===== src/rtl/usart_frame_pkg.sv =====
// usart_frame_pkg
//   Shared definitions for the UART measurement-link framing. The TX control
//   block uses the same package, so the frame layout and the state encoding are
//   defined once, here.
//   Frame layout: [HEADER][LEN][8 payload bytes][optional checksum byte]
//   Contents:
//     ST_IDLE..ST_DONE  frame decoder state encoding
//     HEADER_BYTE       frame start byte ("D")
//     PAYLOAD_BYTES     payload byte count, also the required LEN byte value
//     DATA_W            width of the recovered high/low level counts
package usart_frame_pkg;

  localparam logic [2:0] ST_IDLE = 3'd0;
  localparam logic [2:0] ST_LEN  = 3'd1;
  localparam logic [2:0] ST_DATA = 3'd2;
  localparam logic [2:0] ST_CSUM = 3'd3;
  localparam logic [2:0] ST_DONE = 3'd4;

  localparam logic [7:0] HEADER_BYTE   = 8'h44;
  localparam int         PAYLOAD_BYTES = 8;
  localparam int         DATA_W        = 28;

endpackage


===== src/rtl/usart_byte_timeout.sv =====
// usart_byte_timeout
//   Inter-byte watchdog for the frame decoder. Counts clk cycles while enabled
//   and flags 'expired' in the cycle the count reaches TIMEOUT_CYCLES-1.
//   Ports:
//     clk      in  system clock
//     rst_n    in  asynchronous active-low reset
//     clear    in  restart the count (byte taken, or decoder not inside a frame)
//     enable   in  count this cycle (decoder inside a frame)
//     expired  out inter-byte gap has reached its limit this cycle
module usart_byte_timeout #(
  parameter int TIMEOUT_CYCLES = 25_000_000
) (
  input  logic clk,
  input  logic rst_n,
  input  logic clear,
  input  logic enable,
  output logic expired
);

  localparam int            CW   = (TIMEOUT_CYCLES > 2) ? $clog2(TIMEOUT_CYCLES) : 1;
  localparam logic [CW-1:0] LAST = CW'(TIMEOUT_CYCLES - 1);

  logic [CW-1:0] count;

  assign expired = enable && (count == LAST);

  // Restart after firing so the counter never runs past LAST.
  always_ff @(posedge clk or negedge rst_n) begin
    if (!rst_n) begin
      count <= '0;
    end else if (clear || expired) begin
      count <= '0;
    end else if (enable) begin
      count <= count + CW'(1);
    end
  end

endmodule


===== src/rtl/usart_frame_recv.sv =====
// usart_frame_recv
//   Receive-side frame decoder for the UART measurement link. Parses
//   [HEADER][LEN][8 payload bytes][opt. checksum] from the UART RX byte core,
//   recovers the 28-bit high/low level counts and announces them with a pulse.
//   Optional feature macro: FRAME_CHECKSUM_EN adds a trailing checksum byte
//   equal to (LEN + sum of payload bytes) mod 256.
//   Ports:
//     clk          in   system clock
//     rst_n        in   asynchronous active-low reset
//     rx_data      in   [7:0] byte from the UART RX core
//     rx_valid     in   rx_data valid; taken when rx_valid && rx_ready
//     rx_ready     out  low only during the one-cycle DONE state
//     high_level   out  [27:0] high-level count from the last good frame
//     low_level    out  [27:0] low-level count from the last good frame
//     frame_valid  out  1-cycle pulse, outputs updated
//     frame_err    out  1-cycle pulse, frame dropped
//     busy         out  frame in progress
module usart_frame_recv
  import usart_frame_pkg::*;
#(
  parameter logic [7:0] HEADER         = HEADER_BYTE,
  parameter logic [7:0] PAYLOAD_LEN    = 8'(PAYLOAD_BYTES),
  parameter int         TIMEOUT_CYCLES = 25_000_000
) (
  input  logic              clk,
  input  logic              rst_n,
  input  logic [7:0]        rx_data,
  input  logic              rx_valid,
  output logic              rx_ready,
  output logic [DATA_W-1:0] high_level,
  output logic [DATA_W-1:0] low_level,
  output logic              frame_valid,
  output logic              frame_err,
  output logic              busy
);

  localparam logic [2:0] LAST_BYTE = 3'(PAYLOAD_BYTES - 1);
`ifdef FRAME_CHECKSUM_EN
  localparam logic [2:0] ST_AFTER_DATA = ST_CSUM;
`else
  localparam logic [2:0] ST_AFTER_DATA = ST_DONE;
`endif

  logic [2:0]  state;
  logic [2:0]  byte_cnt;
  logic [63:0] shift_reg;
  logic        byte_taken;
  logic        timeout_en;
  logic        timeout_expired;
`ifdef FRAME_CHECKSUM_EN
  logic [7:0]  csum_acc;
`endif

  assign rx_ready   = (state != ST_DONE);
  assign busy       = (state != ST_IDLE);
  assign byte_taken = rx_valid && rx_ready;
  assign timeout_en = (state == ST_LEN) || (state == ST_DATA) || (state == ST_CSUM);

  usart_byte_timeout #(
    .TIMEOUT_CYCLES (TIMEOUT_CYCLES)
  ) u_timeout (
    .clk     (clk),
    .rst_n   (rst_n),
    .clear   (byte_taken || !timeout_en),
    .enable  (timeout_en),
    .expired (timeout_expired)
  );

  // A byte arriving in the expiry cycle takes priority over the timeout.
  // Payload bytes 0-3 land in shift_reg[63:32] (high), 4-7 in [31:0] (low).
  always_ff @(posedge clk or negedge rst_n) begin
    if (!rst_n) begin
      state       <= ST_IDLE;
      byte_cnt    <= '0;
      shift_reg   <= '0;
      high_level  <= '0;
      low_level   <= '0;
      frame_valid <= 1'b0;
      frame_err   <= 1'b0;
`ifdef FRAME_CHECKSUM_EN
      csum_acc    <= '0;
`endif
    end else begin
      frame_valid <= 1'b0;
      frame_err   <= 1'b0;
      case (state)
        ST_IDLE: begin
          if (byte_taken && rx_data == HEADER) begin
            state <= ST_LEN;
          end
        end
        ST_LEN: begin
          if (byte_taken) begin
            if (rx_data == PAYLOAD_LEN) begin
              state    <= ST_DATA;
              byte_cnt <= '0;
`ifdef FRAME_CHECKSUM_EN
              csum_acc <= rx_data;
`endif
            end else begin
              frame_err <= 1'b1;
              state     <= ST_IDLE;
            end
          end else if (timeout_expired) begin
            frame_err <= 1'b1;
            state     <= ST_IDLE;
          end
        end
        ST_DATA: begin
          if (byte_taken) begin
            shift_reg <= {shift_reg[55:0], rx_data};
            byte_cnt  <= byte_cnt + 3'd1;
`ifdef FRAME_CHECKSUM_EN
            csum_acc  <= csum_acc + rx_data;
`endif
            if (byte_cnt == LAST_BYTE) begin
              state <= ST_AFTER_DATA;
            end
          end else if (timeout_expired) begin
            frame_err <= 1'b1;
            state     <= ST_IDLE;
          end
        end
`ifdef FRAME_CHECKSUM_EN
        ST_CSUM: begin
          if (byte_taken) begin
            if (rx_data == csum_acc) begin
              state <= ST_DONE;
            end else begin
              frame_err <= 1'b1;
              state     <= ST_IDLE;
            end
          end else if (timeout_expired) begin
            frame_err <= 1'b1;
            state     <= ST_IDLE;
          end
        end
`endif
        ST_DONE: begin
          // Top nibbles must be clear for the 28-bit counts to be in range.
          if (shift_reg[63:60] == 4'h0 && shift_reg[31:28] == 4'h0) begin
            high_level  <= shift_reg[59:32];
            low_level   <= shift_reg[27:0];
            frame_valid <= 1'b1;
          end else begin
            frame_err <= 1'b1;
          end
          state <= ST_IDLE;
        end
        default: state <= ST_IDLE;
      endcase
    end
  end

endmodule

===== config.mk =====
export PLATFORM = sky130hd
export DESIGN_NAME = usart_frame_recv
export DESIGN_NICKNAME = d
export VERILOG_FILES = /design/src/rtl/usart_frame_pkg.sv /design/src/rtl/usart_byte_timeout.sv /design/src/rtl/usart_frame_recv.sv
export SDC_FILE = /design/constraint.sdc
export NUM_CORES = 1
export LEC_CHECK = 0
export BUFFER_PORTS_ARGS = -buffer_cell sky130_fd_sc_hd__buf_2
export CORE_MARGIN = 10
export CORE_UTILIZATION = 60
export CTS_BUF_LIST = sky130_fd_sc_hd__clkbuf_4
export DETAILED_ROUTE_END_ITERATION = 8
export GPL_TIMING_DRIVEN = 0
export PLACE_DENSITY_LB_ADDON = 0.05
export SYNTH_ARGS = -nofsm -noshare
export SYNTH_HDL_FRONTEND = slang
export SYNTH_SLANG_ARGS = --single-unit

===== constraint.sdc =====
create_clock -name clk -period 4.4 [get_ports clk]
set_input_delay 0.44 -clock clk [delete_from_list [all_inputs] [get_ports clk]]
set_output_delay 0.44 -clock clk [all_outputs]
set_load 0.005 [all_outputs]

Yosys cells after proc, flatten, opt, wreduce, memory -nomap -nowiden
Index checks and enable logic that the tools add are counted.
{ "word_totals": {"regBits": 153, "inputBits": 11, "output_inout_bits": 60, "elab_cells": 64} }
{ "classes": {"n_addsub": 2, "n_eq_ne": 14, "mux": 21, "n_reduce_logical": 19} }
{ "ops": {"columns": ["operator", "n"], "rows": [
  ["2-to-1 mux 25 bit", 2],
  ["adder 25 x 1 -> 25 bit, second input constant", 1],
  ["== test 25 bit, second input constant", 1],
  ["2-to-1 mux 3 bit", 8],
  ["one-hot mux 3 bit (3 select lines)", 1],
  ["== test 8 x 4 -> 1 bit, second input constant", 1],
  ["== test 8 x 7 -> 1 bit, second input constant", 1],
  ["logical NOT 4 bit", 2],
  ["2-to-1 mux 1 bit", 7],
  ["== test 3 x 2 -> 1 bit, second input constant", 2],
  ["== test 3 bit, second input constant", 2],
  ["!= test 2 bit, second input constant", 3],
  ["one-hot mux 3 bit (2 select lines)", 1],
  ["AND reduction 2 bit", 3],
  ["logical AND 1 bit", 4],
  ["logical OR 1 bit", 4],
  ["AND reduction 4 bit", 1],
  ["nonzero test 2 bit", 2],
  ["adder 3 x 1 -> 3 bit, second input constant", 1],
  ["== test 3 x 1 -> 1 bit, second input constant", 1],
  ["logical NOT 3 bit", 1],
  ["!= test 3 x 2 -> 1 bit, second input constant", 1],
  ["!= test 3 bit, second input constant", 1],
  ["one-hot mux 1 bit (3 select lines)", 1],
  ["4 further kinds", 4]
]} }

Logic depth before layout (Yosys ltp)
Gate-level depths: netlist of the first run.
{ "logic_depth": {"ltp_word": 7, "ltp_mapped": 7, "mapped_depth_nobuf": 6} }

Modules after synthesis
A second synthesis of the first run with hierarchy kept.
{ "hier_totals": {"hier_cells": 557, "area_unflattened_um2": 6309.8} }
{ "by_module_without_submodules": {"columns": ["module", "n_inst", "cells_per_inst", "area_each_um2", "seq_area_each_um2"], "rows": [
  ["usart_frame_recv", 1, 420, 5007.3, 3203.1],
  ["usart_byte_timeout", 1, 137, 1302.5, 625.6]
]} }

Worst setup path after synthesis of the first run
No wires, ideal clock.
{ "synth_path": {"path_type": "register -> register", "startpoint": "reg u_timeout.count[8]", "endpoint": "reg u_timeout.count[17]", "setup_time_ps": 119, "arrival_time_ps": 1636, "required_ps": 4281, "path_slack_ps": 2645, "stages_incl_launch_ff": 7, "n_path_buf": 1, "synth_period_minus_slack_ps": 1755, "cell_sequence": "dfrtp_1 nor4b_2 nand4_1 or4_4 nand3_4 buf_6 nor2_1"} }
{ "synth_between": {"elab_chain_cells": 4, "elab_cells_between_ends": 7, "cone_classes": "add/sub: 1; eq/ne: 1; mux: 2; reduce/logical: 3"} }
{ "synth_lines": {"columns": ["element", "line_no", "source"], "rows": [
  ["from (decl)", "usart_byte_timeout.sv:23", "logic [CW-1:0] count;"],
  ["from (signal assigned)", "usart_byte_timeout.sv:34", "count <= count + CW'(1);"],
  ["parallel branches: the longest is 4 deep, another holds adder 25 x 1 -> 25 bit", null, null]
]} }
Parallel ways; which one is timed is not known. The select of a mux whose other input is x is not followed.
A chain may end at the register's enable or synchronous reset.

Worst setup path in the final report of the first run
{ "layout_path": {"startpoint": "reg state[2]", "endpoint": "reg shift_reg[52]"} }
{ "layout_between": {"elab_chain_cells": 3, "elab_cells_between_ends": 4, "cone_classes": "eq/ne: 2; reduce/logical: 2"} }
{ "layout_lines": {"columns": ["element", "line_no", "source"], "rows": [
  ["from (decl)", "usart_frame_recv.sv:44", "logic [2:0] state;"],
  ["from (signal assigned)", "usart_frame_recv.sv:73", "state <= ST_IDLE;"],
  ["from (signal assigned)", "usart_frame_recv.sv:89", "state <= ST_LEN;"],
  ["from (signal assigned)", "usart_frame_recv.sv:95", "state <= ST_DATA;"],
  ["!= test 3 bit", "usart_frame_recv.sv:54", "assign rx_ready = (state != ST_DONE);"],
  ["logical AND 1 bit", "usart_frame_recv.sv:56", "assign byte_taken = rx_valid && rx_ready;"],
  ["AND reduction 2 bit (no source line) (*)", null, null],
  ["to (signal assigned)", "usart_frame_recv.sv:111", "shift_reg <= {shift_reg[55:0], rx_data};"],
  ["to (decl)", "usart_frame_recv.sv:46", "logic [63:0] shift_reg;"]
]} }
Every way passes the cells marked *; elsewhere a longest branch is shown, timed or not.

==> results of run 1 <==
[metal layers]
metal	GRT usage, %	routed length, um	vias up
met2	27.4	5910	99
met3	6.42	763	23
met5	0	0	-
met1	22.9	5620	2029
met4	6.41	192	0
li1	-	-	1994
[metrics by stage]
stage,std cells,utilization [%],power (mW)
after floorplan,548,-,2.29
after global placement,751,67.7,2.49
after detailed placement,752,68.0,2.53
after CTS,785,71.1,3.41
after global routing,785,71.1,3.57
final,785,71.1,3.38
[where the power goes]
part | switching [mW] | total, mW | internal (mW) | leakage (nW)
Clock | 0.480 | 0.881 | 0.401 | 0.146
Combinational | 0.216 | 0.532 | 0.316 | 1.45
Sequential | 0.257 | 1.97 | 1.71 | 2.06
Total | 0.953 | 3.38 | 2.43 | 3.65
[layout by cell type (no fill, tap or decap), types with 2 or more instances in the layout]
cell	instances
dfrtp_1	153
and4_1	2
nand4_1	5
clkbuf_4	19
or2_2	2
xnor2_1	14
xor2_1	9
clkbuf_1	8
nor2_1	34
nor4b_2	2
nor2b_1	2
clkinvlp_4	5
a22o_1	2
and3_1	3
clkinv_2	2
o21ai_0	3
buf_2	80
nand2_1	180
buf_6	3
bufinv_16	3
clkinv_1	2
nand3_1	16
nor3_1	5
nand2b_1	2
ha_1	3
inv_1	5
mux2_2	65
nor4_1	8
[logic make-up after synthesis]
logic type | Yosys count | synth area share [%]
compound gates | 8 | 0.833
xor+xnor | 23 | 3.27
flops | 153 | 62.2
simple gates | 270 | 19.2
buf+inv | 26 | 2.05
mux | 65 | 11.9
fa+ha+maj | 3 | 0.610
[cell type report]
class | instances | area share [%]
Timing Repair Buffer | 72 | 5.62
Clock buffer | 19 | 2.03
Sequential cell | 153 | 54.6
Clock inverter | 13 | 2.19
Tap cell | 133 | 2.37
Multi-Input combinational cell | 369 | 31.4
Buffer | 21 | 1.53
Inverter | 5 | 0.268
[worst register-to-register path, stage by stage, from the launching register on]
cell and delay (ps):
dfrtp_1 500, nand2b_1 250, nor2_1 290, buf_2 310, buf_2 310, mux2_2 380
[how the worst min path moves through the flow]
stage / start / endpoint / slack [ps]
after floorplan: rst_n / byte_cnt[0]$_DFFE_PN0P_ / 140
after global placement: low_level[7]$_DFFE_PN0P_ / low_level[7]$_DFFE_PN0P_ / 450
after detailed placement: low_level[4]$_DFFE_PN0P_ / low_level[4]$_DFFE_PN0P_ / 460
after CTS: rx_valid / state[1]$_DFFE_PN0P_ / 130
after global routing: rx_data[5] / shift_reg[5]$_DFFE_PN0P_ / 120
final: rx_valid / state[1]$_DFFE_PN0P_ / 170
==> metrics.yaml, run 1 <==
pwr:
  peakVddDrop_mv: 0.237
  power_density_nw_per_um2: 482
  leakagePower_nw: 3.65
synth:
  seq_area_frac_synth_pct: 62.2
  ys_types: 35
  yosys_most_used_dff: "dfrtp_1"
  mappedNetlistArea_um2: 6160
  synth.area.top_cells: "dfrtp_1 62%, mux2_2 12%, nand2_1 11%, nor2_1 2.1%, xnor2_1 2.0%"
  syn_inst: 548
  async_flop_share_pct: 100
  ys_warn_count: 0
  yosysTopAreaCell: "dfrtp_1"
  synth-seq-cells: 153
  yosys-top-cells-count: "180 x nand2_1, 153 x dfrtp_1, 65 x mux2_2, 34 x nor2_1, 16 x nand3_1"
  syn_nets: 562
  synth_top_area_share_pct: 62.2
  synth_most_common_cell: "nand2_1"
  avgSynthCellArea_um2: 11.2
  synth-edff-count: 0
worst_setup_path:
  slowest_delay_ps: 500
  required_ps: 4810
  crit_path_end_kind: "register"
  crit_type: "register to register"
  worst_path_max_delay_cell: "dfrtp_1"
  cp_max_fo: 10
  path_delay_family: "buffers and inverters"
  r2r_start: "state[2]$_DFFE_PN0P_"
  cpMostUsedCell: "buf_2"
  worstSetupStartpoint: "state[2]$_DFFE_PN0P_"
  cp.arrival_ps: 2550
  start_kind: "register"
  rrSetupSlack_ps: 2250
  worst-path-buf-inv: 2
  path_depth: 5
  r2r_cells: 5
  endpoint: "shift_reg[52]$_DFFE_PN0P_"
  crit_chain: "nand2b_1 -> nor2_1 -> buf_2 -> buf_2 -> mux2_2"
  r2r-end: "shift_reg[52]$_DFFE_PN0P_"
final_layout:
  fin_area_um2: 7010
  multi_input_area_um2: 2200
  regArea_um2: 3830
  diodes: 0
  num-fill-cells: 782
  final_nets: 653
  drive_above_1_share_pct: 28.5
  area_delta_synth_final_pct: 13.9
  largest_reg_flops: 64
global_route:
  first_global_vias: 4345
  antenna_found_initial: 0
  grt_use_total_pct: 17.8
  grt_overflow: 0
  grt_max_degree: 80
  grt_pass1_wl_mm: 21.1
clock_network:
  insertion_delay_ps: 520
  clkSinkCount: 153
  holdBufCountCts: 1
  clk_pin_slew_ps: 120
  htree_levels: 4
  cts_tree: "yes"
  cts_root_buf: "clkbuf_4"
  clock_path_buffers: 2
  post_cts_resized: 0
  postCtsSetupBuffers: 0
  cts_buffers: 17
drt:
  via_per_inst: 5.28
  antenna_left: 0
  avgRoutedWirePerCell_um: 15.9
  vias: 4145
  dr.first_iter.drc_count: 271
  wl_mm: 12.5
  drt_pass1_iterations: 4
  drc: 0
floorplan:
  rows: 36
  die_x_um: 121
  core_um2: 9860
  die_h_um: 121
  die_area_um2: 14700
  io_pins: 71
  start_util_pct: 62.4
job:
  max_cap_violations: 0
hold_path:
  hp-class: "input port to register"
  hold_depth: 3
timing:
  rsz0062_at_grt: "false"
  fin_crit_sh_pct: 48.8
  drv_slew: 0
  hold_viol: 0
  fin_crit_ps: 2150
  skew_ps: 14.2
  setup_violations: 0
  layout_setup_ws_ps: 2250
  tightest_slew_ps: 715
  slew_headroom_pct: 52.3
  tns_ps: 0
  fin_hold_ws_ps: 171
  max_freq_ghz: 0.466
placed_design:
  placed_area_um2: 6710
  port_buffers: 70
  hpwl_mm: 8.94
  gp_congestion: 0.824
  place_ws_ps: 2280
run_status:
  outcome: "completed"
Power figures use the tool's default switching activity.
==> run 2: changes to the inputs <==
- CORE_UTILIZATION: 60 -> 54
- clock period: 4.4 -> 1.9 ns (I/O delays scaled with it)
==> run 2 against run 1 <==
Clock power is 110% higher. Largest power group unchanged. Core utilization is 5.5 points lower. Die area is 9.2% higher. Worst setup slack got worse by 2200 ps. Worst hold slack worse by 18 ps. Sequential share of layout area down 1.4 points. Sequential power up 130%. Via count shrank 0.22%. Critical endpoint is now busy. Register-to-register slack worse by 2100 ps. Combinational power is 150% higher. Power rose by 130%. Sequential cell count unchanged. Largest cell class unchanged.
==> metrics.yaml, run 2 (same netlist as run 1, synthesis figures left out) <==
global_route:
  grt_overflow: 0
  antenna_found_initial: 0
  grt_max_degree: 95
  first_global_vias: 4167
  grt_use_total_pct: 16.3
  grt_pass1_wl_mm: 21.3
pwr:
  power.share.clock_pct: 23.5
  p_int_mw: 5.53
  peakVddDrop_mv: 0.680
  sequentialPowerShare_pct: 59.5
  switching_power_mw: 2.18
  p_total_mw: 7.71
  leakagePower_nw: 3.76
  power_density_nw_per_um2: 1070
  p_comb_share_pct: 17.0
  sw_frac_of_total_pct: 28.3
clock_network:
  htree_levels: 4
  cts_buffers: 17
  insertion_delay_ps: 560
  clk_pin_slew_ps: 120
  cts_root_buf: "clkbuf_4"
  clock_path_buffers: 2
  clkSinkCount: 153
  cts_tree: "yes"
timing:
  rsz0062_at_grt: "false"
  setup_violations: 0
  fin_crit_ps: 1820
  drv_slew: 0
  skew_ps: 15.8
  tightest_slew_ps: 542
  fin_hold_ws_ps: 153
  max_freq_ghz: 0.550
  slew_headroom_pct: 63.9
  layout_setup_ws_ps: 82.3
  hold_viol: 0
  fin_crit_sh_pct: 95.7
worst_setup_path:
  crit_path_end_kind: "output port"
  start_kind: "register"
  r2r_cells: 6
  r2r_start: "state[2]$_DFFE_PN0P_"
  required_ps: 1710
  rrSetupSlack_ps: 120
  r2r-end: "u_timeout.count[7]$_DFFE_PN0P_"
  crit_type: "register to output port"
  cp.arrival_ps: 1630
  cp_max_fo: 5
drt:
  antenna_left: 0
  wl_mm: 12.5
  via_per_inst: 5.12
  avgRoutedWirePerCell_um: 15.5
  route.met2.wl_mm: 5.90
  dr.first_iter.drc_count: 347
  drt_pass1_iterations: 4
  wl_met3_um: 623
  vias: 4136
  drc: 0
  m1WireLength_mm: 5.78
  top_layer: "met4"
job:
  max_cap_violations: 0
final_layout:
  final_common_cell: "nand2_1"
  layout_common_cells: "180 x nand2_1, 150 x dfrtp_1, 75 x buf_2"
  diodes: 0
  area_delta_synth_final_pct: 17.0
  num-fill-cells: 892
  drive_above_1_share_pct: 30.5
  largest_reg_flops: 64
  final_nets: 670
  finish.utilization_pct: 65.6
floorplan:
  start_util_pct: 56.1
  rows: 38
  die_x_um: 127
  io_pins: 71
  die_h_um: 127
  core_um2: 11000
  die_area_um2: 16100
placed_design:
  port_buffers: 70
  hpwl_mm: 8.79
  place_ws_ps: -193
  gp_congestion: 0.810
hold_path:
  hp-class: "input port to asynchronous set/reset pin"
run_status:
  outcome: "completed"
run 2: changes by cell type in the layout (fill, tap and decap cells not counted), sizes merged:
cell,previous run,this run
clkbuf,27,28
buf,84,90
clkinvlp,5,1
bufinv,3,2
dlygate4sd3,1,10
clkinv,5,10
run 2: worst max-delay path by stage:
stage / to / startpoint / slack [ps] / cells past startpoint
global route: busy / state[2]$_DFFE_PN0P_ / 3 / 3
detailed placement: low_level[2]$_DFFE_PN0P_ / shift_reg[61]$_DFFE_PN0P_ / -190 / 6
floorplan: u_timeout.count[18]$_DFFE_PN0P_ / u_timeout.count[8]$_DFFE_PN0P_ / 150 / 6
global placement: u_timeout.count[20]$_DFFE_PN0P_ / rst_n / -1510 / 1
CTS: u_timeout.count[7]$_DFFE_PN0P_ / u_timeout.count[9]$_DFFE_PN0P_ / 20 / 6
finish: busy / state[2]$_DFFE_PN0P_ / 80 / 3
run 2: stage by stage:
stage / setup TNS (ps) / std cells / cell area, um^2
final: 0 / 808 / 7210
after global routing: 0 / 808 / 7210
after CTS: 0 / 803 / 7130
after detailed placement: -9780 / 759 / 6720
after global placement: -238290 / 758 / 6680
after floorplan: 0 / 548 / 6160
run 2: repair_timing:
item                                    CTS  global route
buffers inserted                          3             5
hold buffers                             10             0
hold endpoints to repair                 69             0
pin swaps                                 1             3
endpoints found under the setup margin   86            87
resized for setup                        11            18
run 2: layout make-up:
class / count / area [um^2] / area share [%]
Inverter: 5 / 18.8 / 0.260
Clock inverter: 13 / 111 / 1.55
Tap cell: 140 / 175 / 2.43
Sequential cell: 153 / 3830 / 53.2
Clock buffer: 18 / 135 / 1.88
Timing Repair Buffer: 89 / 544 / 7.55
Buffer: 21 / 130 / 1.81
Multi-Input combinational cell: 369 / 2260 / 31.3
run 2: routing by layer:
| layer | GRT usage (%) | up-vias |
|---|---|---|
| met2 | 24.7 | 80 |
| met3 | 4.66 | 18 |
| met5 | 0 | - |
| met1 | 21.4 | 2020 |
| li1 | - | 2018 |
| met4 | 6.76 | 0 |
run 2: worst max-delay path, stage by stage (launching register included):
cell and delay [ps]:
dfrtp_2 460, buf_4 160, or3_4 330, buf_2 140
run 2: power groups by stage:
stage	Combinational [mW]	Sequential, mW	Clock (mW)
floorplan	0.913	4.39	0
global placement	1.19	4.59	0
detailed placement	1.25	4.62	0
CTS	1.31	4.58	1.89
global route	1.46	4.69	2.01
finish	1.31	4.59	1.81
